`src/rtl/hazard_scoreboard.sv`:
```
// Decode-stage RAW hazard detector: shift-register scoreboard of in-flight destinations plus a
// saturating stall counter. Define HAZARD_FORWARDING_EN to stall only on load-use in entry 0.

module hazard_sb_entry (
    input  logic       v,
    input  logic [3:0] dest,
    input  logic [3:0] src1,
    input  logic [3:0] src2,
    output logic       hit1,
    output logic       hit2
);
    assign hit1 = v && (dest == src1);
    assign hit2 = v && (dest == src2);
endmodule

module hazard_scoreboard #(
    parameter int DEPTH = 2,
    parameter int CNT_W = 16
) (
    input  logic             clk,
    input  logic             rst,
    input  logic [3:0]       src1,
    input  logic [3:0]       src2,
    input  logic             two_src,
    input  logic             id_valid,
    input  logic             id_wb_en,
    input  logic             id_mem_read,
    input  logic [3:0]       id_dest,
    input  logic             freeze,
    input  logic             flush,
    output logic             hazard,
    output logic [CNT_W-1:0] stall_count
);
    logic [DEPTH-1:0]      v;
    logic [DEPTH-1:0]      ld;
    logic [DEPTH-1:0][3:0] dest;
    logic [DEPTH-1:0]      hit1;
    logic [DEPTH-1:0]      hit2;
    logic [DEPTH-1:0]      qual;
    logic                  m1;
    logic                  m2;
    logic                  issue;

    hazard_sb_entry u_ent [DEPTH-1:0] (
        .v    (v),
        .dest (dest),
        .src1 (src1),
        .src2 (src2),
        .hit1 (hit1),
        .hit2 (hit2)
    );

`ifdef HAZARD_FORWARDING_EN
    // ALU results are forwarded; only a load still in EXE cannot be bypassed.
    genvar g;
    generate
        for (g = 0; g < DEPTH; g++) begin : g_qual
            if (g == 0) begin : g_exe
                assign qual[g] = ld[g];
            end else begin : g_late
                assign qual[g] = 1'b0;
            end
        end
    endgenerate
`else
    logic unused_ld;
    assign unused_ld = ^ld;
    assign qual      = '1;
`endif

    assign m1     = id_valid && |(hit1 & qual);
    assign m2     = id_valid && two_src && |(hit2 & qual);
    assign hazard = m1 || m2;
    assign issue  = id_valid && id_wb_en && !hazard && !flush;

    always_ff @(posedge clk) begin
        if (!rst) begin
            v           <= '0;
            ld          <= '0;
            dest        <= '0;
            stall_count <= '0;
        end else if (!freeze) begin
            for (int i = DEPTH - 1; i > 0; i--) begin
                v[i]    <= v[i-1];
                ld[i]   <= ld[i-1];
                dest[i] <= dest[i-1];
            end
            v[0]    <= issue;
            ld[0]   <= issue && id_mem_read;
            dest[0] <= issue ? id_dest : 4'd0;
            if (hazard && (stall_count != '1))
                stall_count <= stall_count + CNT_W'(1);
        end
    end
endmodule
```
`config.mk`:
```
export PLATFORM = sky130hd
export DESIGN_NAME = hazard_scoreboard
export DESIGN_NICKNAME = d
export VERILOG_FILES = /design/src/rtl/hazard_scoreboard.sv
export SDC_FILE = /design/constraint.sdc
export NUM_CORES = 1
export LEC_CHECK = 0
export CORE_AREA = 2 2 61 63
export CTS_CLUSTER_DIAMETER = 50
export DETAILED_ROUTE_END_ITERATION = 8
export DIE_AREA = 0 0 63 65
export GPL_TIMING_DRIVEN = 0
export PLACE_DENSITY_LB_ADDON = 0.2
export SYNTH_ARGS = -nofsm -noshare
export SYNTH_HDL_FRONTEND = slang
export SYNTH_SLANG_ARGS = --single-unit
```
`constraint.sdc`:
```
create_clock -name clk -period 1.7 [get_ports clk]
set_input_delay 0.17 -clock clk [delete_from_list [all_inputs] [get_ports clk]]
set_output_delay 0.17 -clock clk [all_outputs]
set_load 0.005 [all_outputs]
```
==> impl_summary.log, run 1 <==
[metrics] Die Footprint: 4095 um^2
[metrics] Max Clock Skew: 0.008901 ns
[metrics] # diodes: 0
[metrics] top-count cell post-synth: sky130_fd_sc_hd__dfxtp_1
[metrics] fraction of final layout cells sized beyond drive strength 1: 29.58%
[metrics] Reg2Reg Capture Point: stall_count[9]$_SDFFE_PN0P_
[metrics] die span in x: 63 um
[metrics] power per cell area: 489.0 nW/um^2
[metrics] Mapped Area: 1444 um^2
[metrics] transition time of the tightest slew-check pin: 0.6105 ns
[metrics] register bit count reported by yosys: 26
[metrics] number of buffers added on ports: 35
[metrics] overall die height: 65 um
[metrics] Final Hold Slack: 0.4367 ns
[metrics] number of cells traversed by the worst hold path: 2
[metrics] share of synthesized registers carrying an async set or reset: 0%
[metrics] Initial Util: 41.30%
[metrics] most instantiated flip-flop cell in the synthesis netlist: sky130_fd_sc_hd__dfxtp_1
[metrics] count of cells along the worst register-to-register path: 7
[metrics] worst-path fanout max: 5
[metrics] DRC: 0
[metrics] first-iteration detailed-routing DRC count: 74
[metrics] top-level I/O count: 37
[metrics] violations in the final reports: negative setup slack
[metrics] FILL cells: 313
[metrics] Critical Path AT: 2.18 ns
[metrics] initial antenna violation count: 0
[metrics] main area contributors after synthesis: sky130_fd_sc_hd__dfxtp_1 36%, sky130_fd_sc_hd__mux2i_1 8.3%, sky130_fd_sc_hd__xnor2_1 6.1%
[metrics] cell at the root of the clock tree: sky130_fd_sc_hd__clkbuf_4
[metrics] count of antenna-violating nets left after detailed routing: 0
[metrics] Synth-to-Final Area Change: 50.61%
[metrics] Clock Sinks: 26
[metrics] Worst Path Required: 1.95 ns
[metrics] HPWL after DPL: 2.645 mm
[metrics] count of unique library cells instantiated by Yosys: 36
[metrics] overflow left after global routing: 0
[metrics] H-tree level count: 1
[metrics] maximum clock rate: 517.2 MHz
[metrics] clk_lat worst skew: 0.32 ns
[metrics] syn_area_per_cell: 9.024 um^2
[metrics] cell type contributing the most total cell area after synthesis: sky130_fd_sc_hd__dfxtp_1
[metrics] synthesized instance count: 160
[metrics] Overall Global Routing Usage: 18.66%
[metrics] count of warnings emitted by yosys: 0
[metrics] r2r setup slk: -0.23 ns
[metrics] class of the worst hold path: primary input to flop
[metrics] vias: 1418
[metrics] Max IR drop VDD: 0.3554 mV
[metrics] crit start category: flop
[metrics] least setup slack across all paths after layout: -0.2336 ns
[metrics] weighted congestion reported at the end of routability-driven placement: 0.8473
[metrics] nets in the synthesized netlist: 181
[metrics] startpoint of the tightest hold check path: id_dest[2]
[metrics] global-route wire length before repair: 6.147 mm
[metrics] wire length reported by the detailed router: 4.071 mm
[metrics] buffer levels on the longest clock path: 2
[metrics] Total Negative Setup Slacks: -2.353 ns
[metrics] shortest clock period the worst path allows after layout: 1.934 ns
[metrics] final-stage net count: 235
[metrics] top cells by instance count after synthesis: 26 x sky130_fd_sc_hd__dfxtp_1, 16 x sky130_fd_sc_hd__nand2_1, 12 x sky130_fd_sc_hd__mux2i_1
[metrics] startpoint of the most critical register-to-register path: stall_count[10]$_SDFFE_PN0P_
[metrics] Max Transition Viols Final: 0
[metrics] number of enable flip-flop cells after synthesis: 0
[metrics] Routed WL per cell: 15.60 um
[metrics] fraction of synthesized cell area taken by the top area cell type: 36.05%
[metrics] number of placed instances with taps included: 243
[metrics] total clock buffers created by CTS: 3
[metrics] hold path endpoint: dest[2]$_SDFFE_PN0N_
[metrics] number of global-route vias before repair: 1308
[metrics] max_slew headroom: 59.30%
[metrics] TritonCTS clock tree: done
[metrics] number of setup violations in the final report: 19
[metrics] cts hold-fix bufs: 0
[metrics] final count of hold timing violations: 0
[metrics] largest net degree at the start of global routing: 15
[metrics] cell area after placement: 1857 um^2
[metrics] status: finished, violations left
[metrics] crit path kind: flop to flop
[metrics] sequential element share of the synthesized area: 36.05%
[metrics] Placeable Area: 3496 um^2
[metrics] Layout Cell Area excl Fill: 2175 um^2
[metrics] unrepaired setup endpoints after global routing: yes
[metrics] kind of capture point of the worst setup path: flop
[metrics] first-pass iteration count of the detailed router: 5
[metrics] Vias per Instance: 5.433
[metrics] power consumption: 1.063 mW
[metrics] row cnt: 22
[metrics] Post-Layout Cell Count: 261
[metrics] fin crit share: 113.7%
[metrics] max-cap check violation count: 0
[metrics] clock-pin transition on the worst setup and hold timing paths: 0.14 ns
[metrics] Static Leak: 0.7444 nW
-- metal layers --
layer / GRT usage [%] / vias to the layer above / share of wire (%)
met5: 0 / - / 0
met1: 23.32 / 682 / 44
li1: - / 692 / -
met2: 32.31 / 42 / 51
met4: 4.167 / 0 / 0.47
met3: 4.688 / 2 / 5.3
-- report_power, final --
part	switching (mW)	internal, mW
clock network	0.182	0.131
logic	0.0698	0.0697
registers	0.00363	0.608
total	0.255	0.808
-- per-stage QoR --
stage | setup WS (ns) | utilization (%)
after floorplan | 0.01566 | -
after CTS | -0.3040 | 58.20
after detailed placement | -0.8192 | 53.11
final | -0.2336 | 62.20
after global placement | -0.7633 | 53.11
after global routing | -0.3104 | 62.20
-- worst max path at each step --
stage	start	end	slack, ns	depth (start not counted)
after floorplan	stall_count[0]$_SDFFE_PN0P_	stall_count[7]$_SDFFE_PN0P_	0.02	8
after global placement	src2[0]	hazard	-0.76	8
after detailed placement	src2[0]	hazard	-0.82	8
after CTS	dest[2]$_SDFFE_PN0N_	hazard	-0.30	8
after global routing	dest[1]$_SDFFE_PN0N_	stall_count[9]$_SDFFE_PN0P_	-0.31	6
final	stall_count[10]$_SDFFE_PN0P_	stall_count[9]$_SDFFE_PN0P_	-0.23	7
-- state kept, by name (all words and copies together), names as in the netlist --
signal and count:
stall_count 16, dest 8, v 2
-- repair_timing --
item / in CTS / in global routing
buffers inserted: 6 / 7
resized for setup: 26 / 27
cloned: 1 / 0
setup endpoints to repair: 22 / 22
pin swaps: 9 / 7
-- kinds of logic (layout without fill, tap and decap cells) --
| group | after synthesis | after routing | share of synthesized area (%) |
|---|---|---|---|
| fa+ha+maj | 1 | 1 | 0.8664 |
| xor+xnor | 16 | 16 | 9.705 |
| mux | 12 | 12 | 8.319 |
| simple gates | 72 | 73 | 29.98 |
| compound gates | 23 | 23 | 11.18 |
| flops | 26 | 26 | 36.05 |
| buf+inv | 10 | 62 | 3.899 |
-- layout make-up --
type                            count  area, um^2  share of cell area [%]
Multi-Input combinational cell    125        1020                   46.89
Sequential cell                    26       548.0                   25.20
Timing Repair Buffer               48       446.7                   20.54
Tap cell                           48       60.06                   2.762
Buffer                              7       52.55                   2.417
Clock buffer                        4       36.28                   1.669
Inverter                            3       11.26                  0.5178
-- critical path, stage by stage, from the launching register on --
cell and delay (ns):
sky130_fd_sc_hd__dfxtp_4 0.38, sky130_fd_sc_hd__and4_4 0.19, sky130_fd_sc_hd__and3_4 0.18, sky130_fd_sc_hd__nand4_1 0.16
sky130_fd_sc_hd__buf_4 0.15, sky130_fd_sc_hd__nand2_2 0.07, sky130_fd_sc_hd__or4_1 0.52, sky130_fd_sc_hd__a21oi_1 0.20
-- cell usage in the layout, fill, tap and decap left out, types with 5 or more instances in the layout --
cell type                          n
sky130_fd_sc_hd__a21oi_1           7
sky130_fd_sc_hd__buf_4            12
sky130_fd_sc_hd__clkdlybuf4s50_1  34
sky130_fd_sc_hd__dfxtp_1          10
sky130_fd_sc_hd__dfxtp_2          13
sky130_fd_sc_hd__mux2i_1          12
sky130_fd_sc_hd__nand2_1          16
sky130_fd_sc_hd__nand2b_1          6
sky130_fd_sc_hd__nand3_1           8
sky130_fd_sc_hd__nand4_1           5
sky130_fd_sc_hd__nor2_1            7
sky130_fd_sc_hd__or4_1             8
sky130_fd_sc_hd__xnor2_1          10
(Power assumes the default switching activity.)
==> run 2: changes to the inputs <==
--- a/config.mk
+++ b/config.mk
@@ -10,7 +10,9 @@
 export DETAILED_ROUTE_END_ITERATION = 8
 export DIE_AREA = 0 0 63 65
 export GPL_TIMING_DRIVEN = 0
+export HOLD_SLACK_MARGIN = 0.15
 export PLACE_DENSITY_LB_ADDON = 0.2
+export SETUP_SLACK_MARGIN = 0.5
 export SYNTH_ARGS = -nofsm -noshare
 export SYNTH_HDL_FRONTEND = slang
 export SYNTH_SLANG_ARGS = --single-unit
==> run 2 against run 1 <==
Net effect:
- the run still ends with negative setup slack left
- sequential cell count stayed put
- final area is 9.4% higher
- register-to-register slack better by 0.06 ns
- cell count is 5.7% higher
- power is 3.0% lower
- sequential share of layout area is 0.58 points lower
- critical endpoint is now hazard
- clock skew is 0.0081 ns higher
- via count is 6.6% higher
- combinational power is 9% higher
- worst setup slack better by 0.039 ns
==> impl_summary.log, run 2 (synthesized netlist as in run 1, its figures left out) <==
[metrics] status: finished, violations left
[metrics] violations in the final reports: negative setup slack
[metrics] Synth-to-Final Area Change: 64.73%
[metrics] fraction of final layout cells sized beyond drive strength 1: 49.12% (+20 points)
[metrics] clock-pin transition on the worst setup and hold timing paths: 0.13 ns (about the same)
[metrics] Placeable Area: 3496 um^2 (unchanged)
[metrics] max-cap check violation count: 0 (unchanged)
[metrics] number of buffers added on ports: 35 (unchanged)
[metrics] Clock Sinks: 26 (unchanged)
[metrics] max_slew headroom: 67.23% (+7.9 points)
[metrics] register bank with the most flops: stall_count
[metrics] row cnt: 22 (unchanged)
[metrics] buffer levels on the longest clock path: 2 (unchanged)
[metrics] maximum clock rate: 527.9 MHz (+2.1%)
[metrics] crit path kind: flop to output pin
[metrics] Initial Util: 41.30% (unchanged)
[metrics] Routed WL per cell: 15.71 um (+0.70%)
[metrics] Worst Path Required: 1.53 ns (-0.42 ns)
[metrics] Reg power frac: 57.7% (+0.2 points)
[metrics] top-level I/O count: 37 (unchanged)
[metrics] power share of the combinational group: 14.8% (+1.7 points)
[metrics] commonest non-fill, non-tap cell in the layout: sky130_fd_sc_hd__buf_4
[metrics] final count of hold timing violations: 0 (unchanged)
[metrics] weighted congestion reported at the end of routability-driven placement: 0.8295 (-2.1%)
[metrics] net switching power: 0.2711 mW (+6.3%)
[metrics] vias: 1512 (+6.6%)
[metrics] # diodes: 0 (unchanged)
[metrics] Final Hold Slack: 0.4346 ns (-0.002095 ns)
[metrics] initial antenna violation count: 0 (unchanged)
[metrics] final-stage net count: 250 (+6.4%)
[metrics] largest net degree at the start of global routing: 15 (unchanged)
[metrics] Total Negative Setup Slacks: -1.840 ns (+0.5135 ns)
[metrics] first-iteration detailed-routing DRC count: 105 (+42%)
[metrics] registers with the highest flip-flop counts: stall_count x16, dest x8, v x2
[metrics] Internal Pwr Total: 0.7601 mW (-6.0%)
[metrics] worst-path fanout max: 4 (-1)
[metrics] number of setup violations in the final report: 21 (+2)
[metrics] Overall Global Routing Usage: 22.19% (+3.5 points)
[metrics] wire length reported by the detailed router: 4.335 mm (+6.5%)
[metrics] worst slack at placement: -0.8107 ns (+0.008555 ns)
[metrics] shortest clock period the worst path allows after layout: 1.894 ns (-0.03943 ns)
[metrics] H-tree level count: 1 (unchanged)
[metrics] Critical Path AT: 1.72 ns (-0.46 ns)
[metrics] clk_lat worst skew: 0.34 ns (+0.02 ns)
[metrics] count of antenna-violating nets left after detailed routing: 0 (unchanged)
[metrics] DRC: 0 (unchanged)
[metrics] Max IR drop VDD: 0.2506 mV (-29%)
[metrics] part of the total power dissipated in the clock network: 27.5% (-1.9 points)
[metrics] overflow left after global routing: 0 (unchanged)
[metrics] first-pass iteration count of the detailed router: 4 (-1)
[metrics] Vias per Instance: 5.478 (+0.83%)
[metrics] Max Transition Viols Final: 0 (unchanged)
[metrics] overall die height: 65 um (unchanged)
[metrics] number of global-route vias before repair: 1494 (+14%)
[metrics] switch share: 26.29% (+2.3 points)
[metrics] FILL cells: 292 (-6.7%)
[metrics] cell at the root of the clock tree: sky130_fd_sc_hd__clkbuf_4
[metrics] Static Leak: 0.9149 nW (+23%)
[metrics] Max Clock Skew: 0.01700 ns (+0.008101 ns)
[metrics] crit start category: flop
[metrics] HPWL after DPL: 2.652 mm (+0.25%)
[metrics] top library cells by usage in the layout, fill and taps aside: 23 x sky130_fd_sc_hd__buf_4, 17 x sky130_fd_sc_hd__clkdlybuf4s50_1, 16 x sky130_fd_sc_hd__nand2_1, 14 x sky130_fd_sc_hd__dfxtp_4, 12 x sky130_fd_sc_hd__mux2i_1
[metrics] die span in x: 63 um (unchanged)
[metrics] transition time of the tightest slew-check pin: 0.4916 ns (-0.1189 ns)
[metrics] TritonCTS clock tree: done
[metrics] class of the worst hold path: primary input to flop
[metrics] kind of capture point of the worst setup path: output pin
[metrics] unrepaired setup endpoints after global routing: yes
[metrics] max reg flops: 16 (unchanged)
[metrics] utilization after layout: 68.04% (+5.8 points)
[metrics] total clock buffers created by CTS: 3 (unchanged)
[metrics] power per cell area: 433.5 nW/um^2 (-11%)
[metrics] Layout Cell Area excl Fill: 2379 um^2 (+9.4%)
[metrics] global-route wire length before repair: 7.134 mm (+16%)
[metrics] Die Footprint: 4095 um^2 (unchanged)
[metrics] least setup slack across all paths after layout: -0.1941 ns (+0.03943 ns)
[metrics] fin crit share: 111.4% (-2.3 points)
[metrics] cell area after placement: 1936 um^2 (+4.2%)
==> run 2: per-layer routing <==
metal  vias up  wire length (um)  GRT usage (%)
li1        726                 -              -
met1       731              1834          26.88
met2        44              2232          38.70
met3        11               170          3.125
met4         0                97          10.56
met5         -                 0              0
==> run 2: path summary, 6_finish.rpt <==
| path | from | endpoint | slack [ns] | cells after the start |
|---|---|---|---|---|
| worst min-delay path | id_dest[1] | dest[1]$_SDFFE_PN0N_ | 0.43 | 2 |
| worst max register to register | dest[6]$_SDFFE_PN0N_ | stall_count[15]$_SDFFE_PN0P_ | -0.17 | 8 |
| worst max-delay path | dest[6]$_SDFFE_PN0N_ | hazard | -0.19 | 8 |
| worst min register to register | stall_count[15]$_SDFFE_PN0P_ | stall_count[15]$_SDFFE_PN0P_ | 0.49 | 2 |
==> run 2: critical path, stage by stage, from the launching register on <==
cell and delay, ns:
sky130_fd_sc_hd__dfxtp_4 0.38, sky130_fd_sc_hd__xnor2_2 0.14, sky130_fd_sc_hd__nand3_2 0.11, sky130_fd_sc_hd__nor4_4 0.27, sky130_fd_sc_hd__nor3_4 0.06, sky130_fd_sc_hd__buf_6 0.13, sky130_fd_sc_hd__buf_8 0.11, sky130_fd_sc_hd__nor2b_2 0.08
sky130_fd_sc_hd__buf_2 0.11
==> run 2: stage by stage <==
| stage | cells | power [mW] |
|---|---|---|
| 2_1_floorplan | 160 | 0.6866 |
| 3_3_place_gp | 243 | 0.7484 |
| 3_5_place_dp | 243 | 0.7513 |
| 4_1_cts | 270 | 1.026 |
| 5_1_grt | 276 | 1.076 |
| 6_report | 276 | 1.031 |
==> run 2: area by class of cell <==
| cell class | count | area (um^2) | area share [%] |
|---|---|---|---|
| plain buffers | 7 | 63.81 | 2.683 |
| clock buffers | 4 | 26.28 | 1.105 |
| inverters | 3 | 11.26 | 0.4734 |
| multi-input cells | 125 | 1114 | 46.82 |
| flip-flops and latches | 26 | 585.6 | 24.62 |
| well taps | 48 | 60.06 | 2.525 |
| repair buffers | 63 | 518.0 | 21.78 |
==> run 2: timing repair <==
action	CTS	global route
endpoints found under the setup margin	43	29
gates resized for setup	92	27
setup buffers	22	6
pin swaps	8	8
hold buffers	0	0
cloned	1	0
==> run 2: power groups by stage <==
stage	sequential, mW	clock, mW	combinational (mW)
after floorplan	0.627	0	0.0595
after global placement	0.628	0	0.121
after detailed placement	0.628	0	0.123
after CTS	0.599	0.289	0.139
after global routing	0.596	0.317	0.163
final	0.595	0.283	0.153
==> run 3: changes to the inputs <==
--- a/config.mk
+++ b/config.mk
@@ -5,10 +5,10 @@
 export SDC_FILE = /design/constraint.sdc
 export NUM_CORES = 1
 export LEC_CHECK = 0
-export CORE_AREA = 2 2 61 63
+export CORE_AREA = 2 2 56 69
 export CTS_CLUSTER_DIAMETER = 50
 export DETAILED_ROUTE_END_ITERATION = 8
-export DIE_AREA = 0 0 63 65
+export DIE_AREA = 0 0 58 71
 export GPL_TIMING_DRIVEN = 0
 export HOLD_SLACK_MARGIN = 0.15
 export PLACE_DENSITY_LB_ADDON = 0.2
==> run 3 against run 2 <==
Net effect:
- the run still ends with negative setup slack left
- sequential cell count unchanged
- combinational power barely moved
- final area rose by 1.1%
- sequential power barely moved
- clock power rose by 26%
- count of clock-buffer cells in the layout unchanged
- via count grew 0.26%
- first-iteration DRC count decreased by 61%
- worst hold slack improved by 0.059 ns
- non-clock buffer count fell by 2
- routed wire length increased by 7.0%
- utilization grew 1.0 points
- highest routed layer unchanged
==> impl_summary.log, run 3 (synthesized netlist as in run 1, its figures left out) <==
[metrics] Die Footprint: 4118 um^2 (+0.56%)
[metrics] overflow left after global routing: 0 (unchanged)
[metrics] max_slew headroom: 69.12% (+1.9 points)
[metrics] overall die height: 71 um (+9.2%)
[metrics] Static Leak: 0.9227 nW (+0.86%)
[metrics] Critical Path AT: 1.73 ns (about the same)
[metrics] cell area after placement: 1924 um^2 (-0.58%)
[metrics] longest individual stage delay on the worst path: 0.37 ns (about the same)
[metrics] FILL cells: 272 (-6.8%)
[metrics] vias: 1516 (+0.26%)
[metrics] registers with the highest flip-flop counts: stall_count x16, dest x8, v x2
[metrics] Max IR drop VDD: 0.3259 mV (+30%)
[metrics] Clock Sinks: 26 (unchanged)
[metrics] row cnt: 24 (+9.1%)
[metrics] Max Clock Skew: 0.005673 ns (-0.01133 ns)
[metrics] total clock buffers created by CTS: 3 (unchanged)
[metrics] switch share: 24.16% (-2.1 points)
[metrics] top library cells by usage in the layout, fill and taps aside: 22 x sky130_fd_sc_hd__buf_4, 17 x sky130_fd_sc_hd__clkdlybuf4s50_1, 16 x sky130_fd_sc_hd__nand2_1, 13 x sky130_fd_sc_hd__dfxtp_2, 12 x sky130_fd_sc_hd__mux2i_1
[metrics] Post-Layout Cell Count: 265 (-4.0%)
[metrics] initial antenna violation count: 0 (unchanged)
[metrics] crit path kind: flop to output pin
[metrics] part of the total power dissipated in the clock network: 32.2% (+4.7 points)
[metrics] Worst Path Required: 1.53 ns (about the same)
[metrics] Layout Cell Area excl Fill: 2405 um^2 (+1.1%)
[metrics] Internal Pwr Total: 0.8408 mW (+11%)
[metrics] buffer levels on the longest clock path: 2 (unchanged)
[metrics] max-cap check violation count: 0 (unchanged)
[metrics] first-iteration detailed-routing DRC count: 41 (-61%)
[metrics] cts hold-fix bufs: 0 (unchanged)
[metrics] number of buffers added on ports: 35 (unchanged)
[metrics] largest net degree at the start of global routing: 15 (unchanged)
[metrics] Reg power frac: 53.9% (-3.8 points)
[metrics] die span in x: 58 um (-7.9%)
[metrics] global-route wire length before repair: 7.003 mm (-1.8%)
[metrics] first-pass iteration count of the detailed router: 4 (unchanged)
[metrics] unrepaired setup endpoints after global routing: yes
[metrics] Routed WL per cell: 17.51 um (+11%)
[metrics] TritonCTS clock tree: done
[metrics] Final Hold Slack: 0.4939 ns (+0.05938 ns)
[metrics] maximum clock rate: 526.5 MHz (-0.28%)
[metrics] status: finished, violations left
[metrics] DRC: 0 (unchanged)
[metrics] H-tree level count: 1 (unchanged)
[metrics] Vias per Instance: 5.721 (+4.4%)
[metrics] crit start category: flop
[metrics] commonest non-fill, non-tap cell in the layout: sky130_fd_sc_hd__buf_4
[metrics] Placeable Area: 3483 um^2 (-0.36%)
[metrics] fin crit share: 111.7% (+0.31 points)
[metrics] clk_lat worst skew: 0.27 ns (-0.07 ns)
[metrics] fraction of final layout cells sized beyond drive strength 1: 42.48% (-6.6 points)
[metrics] final-stage net count: 248 (-0.80%)
[metrics] violations in the final reports: negative setup slack
[metrics] clock-pin transition on the worst setup and hold timing paths: 0.09 ns (-0.04 ns)
[metrics] shortest clock period the worst path allows after layout: 1.899 ns (+0.005277 ns)
[metrics] Cell Chain, Critical Path: xnor2_2 -> nand3_2 -> nor4_4 -> nor3_4 -> buf_6 -> buf_8 -> nor2b_4 -> buf_2
[metrics] final count of hold timing violations: 0 (unchanged)
[metrics] kind of capture point of the worst setup path: output pin
[metrics] class of the worst hold path: flop to flop
[metrics] top-level I/O count: 37 (unchanged)
[metrics] worst slack at placement: -0.8753 ns (-0.06461 ns)
[metrics] # diodes: 0 (unchanged)
[metrics] wire length reported by the detailed router: 4.639 mm (+7.0%)
[metrics] CP max stage cell: sky130_fd_sc_hd__dfxtp_4
[metrics] power share of the combinational group: 13.9% (-0.9 points)
[metrics] cell at the root of the clock tree: sky130_fd_sc_hd__clkbuf_8
[metrics] least setup slack across all paths after layout: -0.1994 ns (-0.005277 ns)
[metrics] weighted congestion reported at the end of routability-driven placement: 0.7946 (-4.2%)
[metrics] power per cell area: 461.0 nW/um^2 (+6.3%)
[metrics] max reg flops: 16 (unchanged)
[metrics] worst-path fanout max: 3 (-1)
[metrics] Overall Global Routing Usage: 21.34% (-0.85 points)
[metrics] HPWL after DPL: 2.813 mm (+6.1%)
[metrics] utilization after layout: 69.04% (+1.0 points)
[metrics] Initial Util: 41.45% (+0.15 points)
[metrics] transition time of the tightest slew-check pin: 0.4632 ns (-0.02837 ns)
[metrics] r2r setup slk: -0.19 ns (-0.02 ns)
[metrics] number of placed instances with taps included: 234 (-3.7%)
[metrics] register bank with the most flops: stall_count
[metrics] number of global-route vias before repair: 1602 (+7.2%)
[metrics] Synth-to-Final Area Change: 66.55%
[metrics] net switching power: 0.2679 mW (-1.2%)
[metrics] Max Transition Viols Final: 0 (unchanged)
[metrics] number of setup violations in the final report: 22 (+4.8%)
[metrics] count of antenna-violating nets left after detailed routing: 0 (unchanged)
==> run 3: changes by cell type in the layout (fill, tap and decap cells not counted), moves of 4 or more <==
cell / previous run / this run
sky130_fd_sc_hd__dlygate4sd2_1: 4 / 9
sky130_fd_sc_hd__clkbuf_2: 6 / 2
sky130_fd_sc_hd__clkdlybuf4s15_1: 0 / 7
sky130_fd_sc_hd__buf_2: 8 / 2
sky130_fd_sc_hd__o31ai_1: 5 / 0
==> run 3: area by class of cell <==
cell class	instances	area (um^2)	share of cell area (%)
Buffer	7	63.81	2.653
Clock buffer	4	45.04	1.873
Inverter	3	11.26	0.4683
Multi-Input combinational cell	125	1105	45.94
Sequential cell	26	578.1	24.04
Tap cell	39	48.80	2.029
Timing Repair Buffer	61	553.0	23.00
==> run 3: stage by stage <==
stage	total power, mW	setup TNS [ns]
6_report	1.109	-2.679
3_3_place_gp	0.7480	-8.933
3_5_place_dp	0.7528	-10.43
5_1_grt	1.152	-4.231
2_1_floorplan	0.6866	0
4_1_cts	1.092	-2.225
==> run 3: path summary, 6_finish.rpt <==
check | startpoint | endpoint | cells after the start
min | stall_count[15]$_SDFFE_PN0P_ | stall_count[15]$_SDFFE_PN0P_ | 2
max | dest[2]$_SDFFE_PN0N_ | hazard | 8
max reg2reg | dest[2]$_SDFFE_PN0N_ | stall_count[11]$_SDFFE_PN0P_ | 9
min reg2reg | stall_count[15]$_SDFFE_PN0P_ | stall_count[15]$_SDFFE_PN0P_ | 2
==> run 3: power by group through the flow <==
stage	sequential (mW)	combinational [mW]	clock, mW
3_5_place_dp	0.628	0.125	0
4_1_cts	0.599	0.135	0.358
5_1_grt	0.598	0.165	0.389
6_report	0.598	0.155	0.356
2_1_floorplan	0.627	0.0595	0
3_3_place_gp	0.628	0.120	0
==> run 3: per-layer routing <==
metal	vias up	part of all wire, %	GRT usage [%]
li1	722	-	-
met1	729	39	24.15
met2	55	56	39.90
met3	10	3.1	2.377
met4	0	2.1	8.010
met5	-	0	0
==> run 3: worst max-delay path: cells and delay by family (launching register included) <==
family | cells | cell delay (ns)
and+or+nand+nor | 4 | 0.61
DFF | 1 | 0.37
buffers and inverters | 3 | 0.35
xor gates and xnor gates | 1 | 0.13
==> run 3: what timing repair did <==
action / 4_1_cts / 5_1_grt
setup buffers: 20 / 5
gates cloned: 0 / 2
setup endpoints to repair: 43 / 34
pin swaps: 21 / 12
gates resized for setup: 65 / 26
